$ cat config.mk
export PLATFORM = sky130hd
export DESIGN_NAME = fll_lock_seq
export DESIGN_NICKNAME = d
export VERILOG_FILES = /design/src/rtl/fll_lock_seq.sv
export SDC_FILE = /design/constraint.sdc
export NUM_CORES = 1
export LEC_CHECK = 0
export ABC_AREA = 0
export BUFFER_PORTS_ARGS = -buffer_cell sky130_fd_sc_hd__buf_2
export CAP_MARGIN = 10
export CORE_ASPECT_RATIO = 1.1
export CORE_UTILIZATION = 54
export CTS_CLUSTER_SIZE = 30
export DETAILED_ROUTE_END_ITERATION = 6
export MAX_ROUTING_LAYER = met4
export PLACE_DENSITY = 0.79
export SYNTH_ARGS = -nofsm -noshare
export SYNTH_HDL_FRONTEND = slang
export SYNTH_SLANG_ARGS = --single-unit
$ cat constraint.sdc
create_clock -name ref_clk -period 2.62 [get_ports ref_clk]
set_input_delay 0 -clock ref_clk [delete_from_list [all_inputs] [get_ports ref_clk]]
set_output_delay 0 -clock ref_clk [all_outputs]
set_load 0.005 [all_outputs]
$ cat src/rtl/fll_lock_seq.sv
// rtl/fll_lock_seq.sv - FLL lock sequencer: reset, acquire, lock monitor, bounded retry
// Optional rail-fault detection in LOCKED is enabled by defining FLL_RAIL_DET_EN.
`timescale 1ns/1ps
module fll_lock_seq #(
    parameter int RST_CYCLES   = 4,
    parameter int LOCK_TIMEOUT = 1023,
    parameter int TMR_W        = 10,
    parameter int LOL_FILTER   = 3,
    parameter int MAX_RETRY    = 3,
    parameter int RAIL_CYCLES  = 8
) (
    input  logic       ref_clk,
    input  logic       rst,
    input  logic       start,
    input  logic       stop,
    input  logic [5:0] multi_cfg,
    input  logic [4:0] avg_cfg,
    input  logic       lock_flag,
    input  logic [4:0] clk_con,
    output logic       fll_rst,
    output logic [5:0] multi,
    output logic [4:0] avg_window,
    output logic       busy,
    output logic       locked,
    output logic       fail,
    output logic [1:0] retry_cnt,
    output logic [7:0] lol_cnt
);

    typedef enum logic [2:0] {
        S_IDLE,
        S_RESET,
        S_ACQUIRE,
        S_LOCKED,
        S_FAIL
    } state_t;

    localparam int LOL_W = $clog2(LOL_FILTER + 1);

    state_t             state;
    logic               sync1;
    logic               lock_s;
    logic [TMR_W-1:0]   timer;
    logic [LOL_W-1:0]   lol_streak;
    logic               cfg_ok;
    logic               lol_hit;
    logic               lol_event;
    logic               acq_timeout;
    logic               fault;
    logic               can_retry;

`ifdef FLL_RAIL_DET_EN
    localparam int RAIL_W = $clog2(RAIL_CYCLES + 1);
    logic [RAIL_W-1:0]  rail_streak;
    logic               at_rail;
    logic               rail_hit;

    assign at_rail   = (clk_con == 5'd0) || (clk_con == 5'd31);
    assign rail_hit  = at_rail && (rail_streak == RAIL_W'(RAIL_CYCLES - 1));
    // Filter and rail hitting together still count as a single event.
    assign lol_event = lol_hit || rail_hit;
`else
    logic unused_clk_con;
    assign unused_clk_con = ^clk_con;
    assign lol_event      = lol_hit;
`endif

    assign cfg_ok      = (multi_cfg >= 6'd2);
    assign lol_hit     = !lock_s && (lol_streak == LOL_W'(LOL_FILTER - 1));
    assign acq_timeout = !lock_s && (timer == TMR_W'(LOCK_TIMEOUT - 1));
    assign fault       = ((state == S_ACQUIRE) && acq_timeout) ||
                         ((state == S_LOCKED) && lol_event);
    assign can_retry   = (retry_cnt < 2'(MAX_RETRY));

    always_ff @(posedge ref_clk or posedge rst) begin
        if (rst) begin
            state      <= S_IDLE;
            sync1      <= 1'b0;
            lock_s     <= 1'b0;
            timer      <= '0;
            lol_streak <= '0;
`ifdef FLL_RAIL_DET_EN
            rail_streak <= '0;
`endif
            fll_rst    <= 1'b1;
            multi      <= '0;
            avg_window <= '0;
            busy       <= 1'b0;
            locked     <= 1'b0;
            fail       <= 1'b0;
            retry_cnt  <= '0;
            lol_cnt    <= '0;
        end else begin
            sync1  <= lock_flag;
            lock_s <= sync1;
            if (stop) begin
                state   <= S_IDLE;
                fll_rst <= 1'b1;
                busy    <= 1'b0;
                locked  <= 1'b0;
                fail    <= 1'b0;
            end else if (fault) begin
                if (state == S_LOCKED && lol_cnt != 8'hFF)
                    lol_cnt <= lol_cnt + 8'd1;
                locked  <= 1'b0;
                fll_rst <= 1'b1;
                timer   <= '0;
                if (can_retry) begin
                    retry_cnt <= retry_cnt + 2'd1;
                    state     <= S_RESET;
                    busy      <= 1'b1;
                end else begin
                    state <= S_FAIL;
                    busy  <= 1'b0;
                    fail  <= 1'b1;
                end
            end else begin
                case (state)
                    S_IDLE, S_FAIL: begin
                        if (start) begin
                            if (cfg_ok) begin
                                multi      <= multi_cfg;
                                avg_window <= avg_cfg;
                                retry_cnt  <= '0;
                                timer      <= '0;
                                state      <= S_RESET;
                                busy       <= 1'b1;
                                fail       <= 1'b0;
                                fll_rst    <= 1'b1;
                            end else begin
                                state <= S_FAIL;
                                fail  <= 1'b1;
                                busy  <= 1'b0;
                            end
                        end
                    end
                    S_RESET: begin
                        if (timer == TMR_W'(RST_CYCLES - 1)) begin
                            state   <= S_ACQUIRE;
                            timer   <= '0;
                            fll_rst <= 1'b0;
                        end else begin
                            timer <= timer + 1'b1;
                        end
                    end
                    S_ACQUIRE: begin
                        timer <= timer + 1'b1;
                        if (lock_s) begin
                            state      <= S_LOCKED;
                            locked     <= 1'b1;
                            lol_streak <= '0;
`ifdef FLL_RAIL_DET_EN
                            rail_streak <= '0;
`endif
                        end
                    end
                    S_LOCKED: begin
                        lol_streak <= lock_s ? '0 : lol_streak + 1'b1;
`ifdef FLL_RAIL_DET_EN
                        rail_streak <= at_rail ? rail_streak + 1'b1 : '0;
`endif
                    end
                    default: begin
                        state   <= S_IDLE;
                        fll_rst <= 1'b1;
                        busy    <= 1'b0;
                        locked  <= 1'b0;
                        fail    <= 1'b0;
                    end
                endcase
            end
        end
    end

endmodule

==> metrics <==
Synth cell types 48; CP arrival 2400 ps; Congestion Overflow GR 0; post-synthesis cell area 0.00225 mm2; first-pass GRT wire length 7650 um; WL per Instance 14.2 um; WP data required 2800 ps; Final HPWL DP roughly 3000 um; CP Class input port to flip-flop; ys async rst share 100%; final worst path period need 2220 ps; Int Pwr 0.00105 W; Worst Clk Skew 8.30 ps; Die X about 64 um; Post-CTS Setup Bufs 0; Least-Margin Pin Slew 512 ps; Tcrit/Tclk final 84.7%; max_cap viols 0; placed cells just under 300; post-synthesis sequential area ratio 46.7%; CP max stage cell or4_4; RSZ-0062 raised after global routing false; top_reg_cell synth dfrtp_1; Cells after Synth slightly above 200; Core Rows 24; vias in the first global route between 1500 and 2000; #FFs+latches synth 42; number of clock sinks 42; vias 1753; number of synthesized flops with an enable pin 0; Clock Tree Buf Depth 2; Power Dens Cells approximately 560 mW/mm2; number of port buffers 40; power share of the clock group 29.3%; status finished, final reports clean; combinational fraction of design power 17.6%; crit path setup slack, layout 401 ps; Syn Nets around 230; CTS tree yes; Net Sw Frac 29.9%; root buffer cell clkbuf_8; Ports 46; number of synthesis warnings 0; largest net degree at the start of global routing 43; total track usage about 23%; Seq pwr share 53.1%; Die ar. 0.00443 mm2; share of cells above drive strength 1 31.7%; antenna viol nets, final 0; Hold Slack 16.1 ps; core area 0.00399 mm2; Initial DRT Pass Iterations 4; initial antenna violation count 0; routed wire length approximately 4500 um; # setup viols final 0; final non-filler cell total 314; CP cell instances dlygate4sd3_1 > buf_2 > or4_4 > o211ai_4 > o41a_1 > nand2b_2 > o311ai_2; pre-CTS setup slack 513 ps; fin util 67.4%; area grow syn2layout 19.5%; Routability Congestion 0.829; Slew Viols, Final 0; worst min path class input port to flip-flop; worst stage delay on the critical path ~560 ps; startpoint class of the critical path input port; leak pwr 1.24 nW; Iter 0 DRT Violations 56; post-CTS sizing 0; maximum VDD drop 0.429 mV; Hold-fix buffers, CTS 13; diode count 0; clk slew on worst S/H paths 90 ps; Critical Path Fanout Max 15; Synth Area per Inst 10.9 um2; number of remaining DRC errors 0; Max Freq 451 MHz; filler cell count in the final layout 314; Initial Util a little under three fifths; clock latency on the worst-skew pair 310 ps; Die Y 69.7 um; crit end category flip-flop; fin nets about 290; number of buffers created by CTS 5; Final Hold Fails 0; setup TNS 0 ps; H-Tree Depth 2; DR vias/cell 5.58; Rel. slew slack 65.9%; Switch Pwr roughly 0.00045 W
[cells in the mapped netlist (all sizes together), types with 4 or more instances]
cell	count	area, um2
inv	12	45.0
nand2	21	78.8
nand3	16	80.1
mux2	12	135
nand4	9	56.3
a21oi	8	43.8
buf	9	76.3
mux2i	5	50.1
and2	4	25.0
o21ai	7	35.0
nor2	5	18.8
o311ai	7	106
xnor2	5	43.8
ha	5	62.6
dfrtp	41	1030
nor3	5	25.0
[worst paths after layout]
kind | startpoint | endpoint | slack (ps) | cells after the start
worst max-delay path | multi_cfg[3] | timer[9] | 400 | 7
worst min-delay path | multi_cfg[2] | multi[2] | 20 | 2
worst max register to register | state[1] | retry_cnt[1] | 460 | 5
worst min register to register | sync1 | lock_s | 360 | 0
max in group asynchronous | rst | fll_rst | 1900 | 4
min in group asynchronous | rst | avg_window[3] | 360 | 4
[area by class of cell]
| cell class | instances | area (um2) | area share (%) |
|---|---|---|---|
| clock buffers | 5 | 68.8 | 2.56 |
| clock inverters | 3 | 25.0 | 0.930 |
| inverters | 12 | 45.0 | 1.67 |
| multi-input cells | 143 | 1070 | 39.9 |
| flip-flops and latches | 42 | 1050 | 39.1 |
| well taps | 52 | 65.1 | 2.42 |
| repair buffers | 57 | 360 | 13.4 |
[flip-flops by register name, summed over array words and instances (netlist names), 2 cells and up]
signal / cells
multi: 6
lol_streak: 2
state: 3
lol_cnt: 8
timer: 10
avg_window: 5
retry_cnt: 2
[cells in the final DEF (no fill, tap or decap), types with 2 or more instances in the layout]
master,synthesis,routed
nor3_1,5,5
nor2b_1,3,3
o311ai_2,6,6
mux2_2,12,12
a21oi_1,7,7
mux2i_1,5,5
and3_1,3,3
ha_1,5,5
xor2_1,2,2
dlygate4sd3_1,0,13
o31ai_1,2,2
or2_2,2,2
clkbuf_8,0,5
nor2_1,5,5
inv_1,12,12
nand3_1,16,16
buf_2,4,40
nand2_1,21,21
o22ai_1,2,2
and2_1,4,4
xnor2_1,5,5
buf_4,0,4
o21ai_1,3,3
dfrtp_1,41,41
o21ai_0,4,4
nand4_1,9,9
[metrics by stage]
step,area (um2),total power [W]
floorplan,2250,0.000961
global placement,2470,0.00104
detailed placement,2470,0.00106
global route,2690,0.00157
finish,2690,0.00150
CTS,2690,0.00151
[power by group through the flow]
stage	sequential, W	clock [W]	combinational (W)
6_report	0.000797	0.000440	0.000265
5_1_grt	0.000808	0.000471	0.000291
4_1_cts	0.000794	0.000447	0.000264
3_5_place_dp	0.000806	0	0.000249
3_3_place_gp	0.000802	0	0.000239
2_1_floorplan	0.000795	0	0.000166
[logic make-up (layout without fill, tap and decap cells)]
logic type	count (synthesis)	in the layout	synth area share, %
compound gates	34	34	13.4
xor+xnor	7	7	2.72
fa+ha+maj	5	5	2.78
buf+inv	22	77	5.56
flops	42	42	46.7
mux	17	17	8.22
simple gates	80	80	20.6
[layer usage]
layer / wire (um) / vias to the layer above / GRT usage, %
met2: 2310 / 41 / 37.4
met4: 108 / 0 / 12.6
met5: 0 / - / -
met1: 1900 / 848 / 26.5
met3: 151 / 7 / 5.43
li1: - / 857 / -
[critical path, delay by kind of cell]
family                 cells  cell delay, ps
buffers and inverters      2             680
AND/OR/NAND/NOR            2             860
AO/OA/AOI/OAI              3             850
Note: power is estimated with default switching activity, not from simulation.
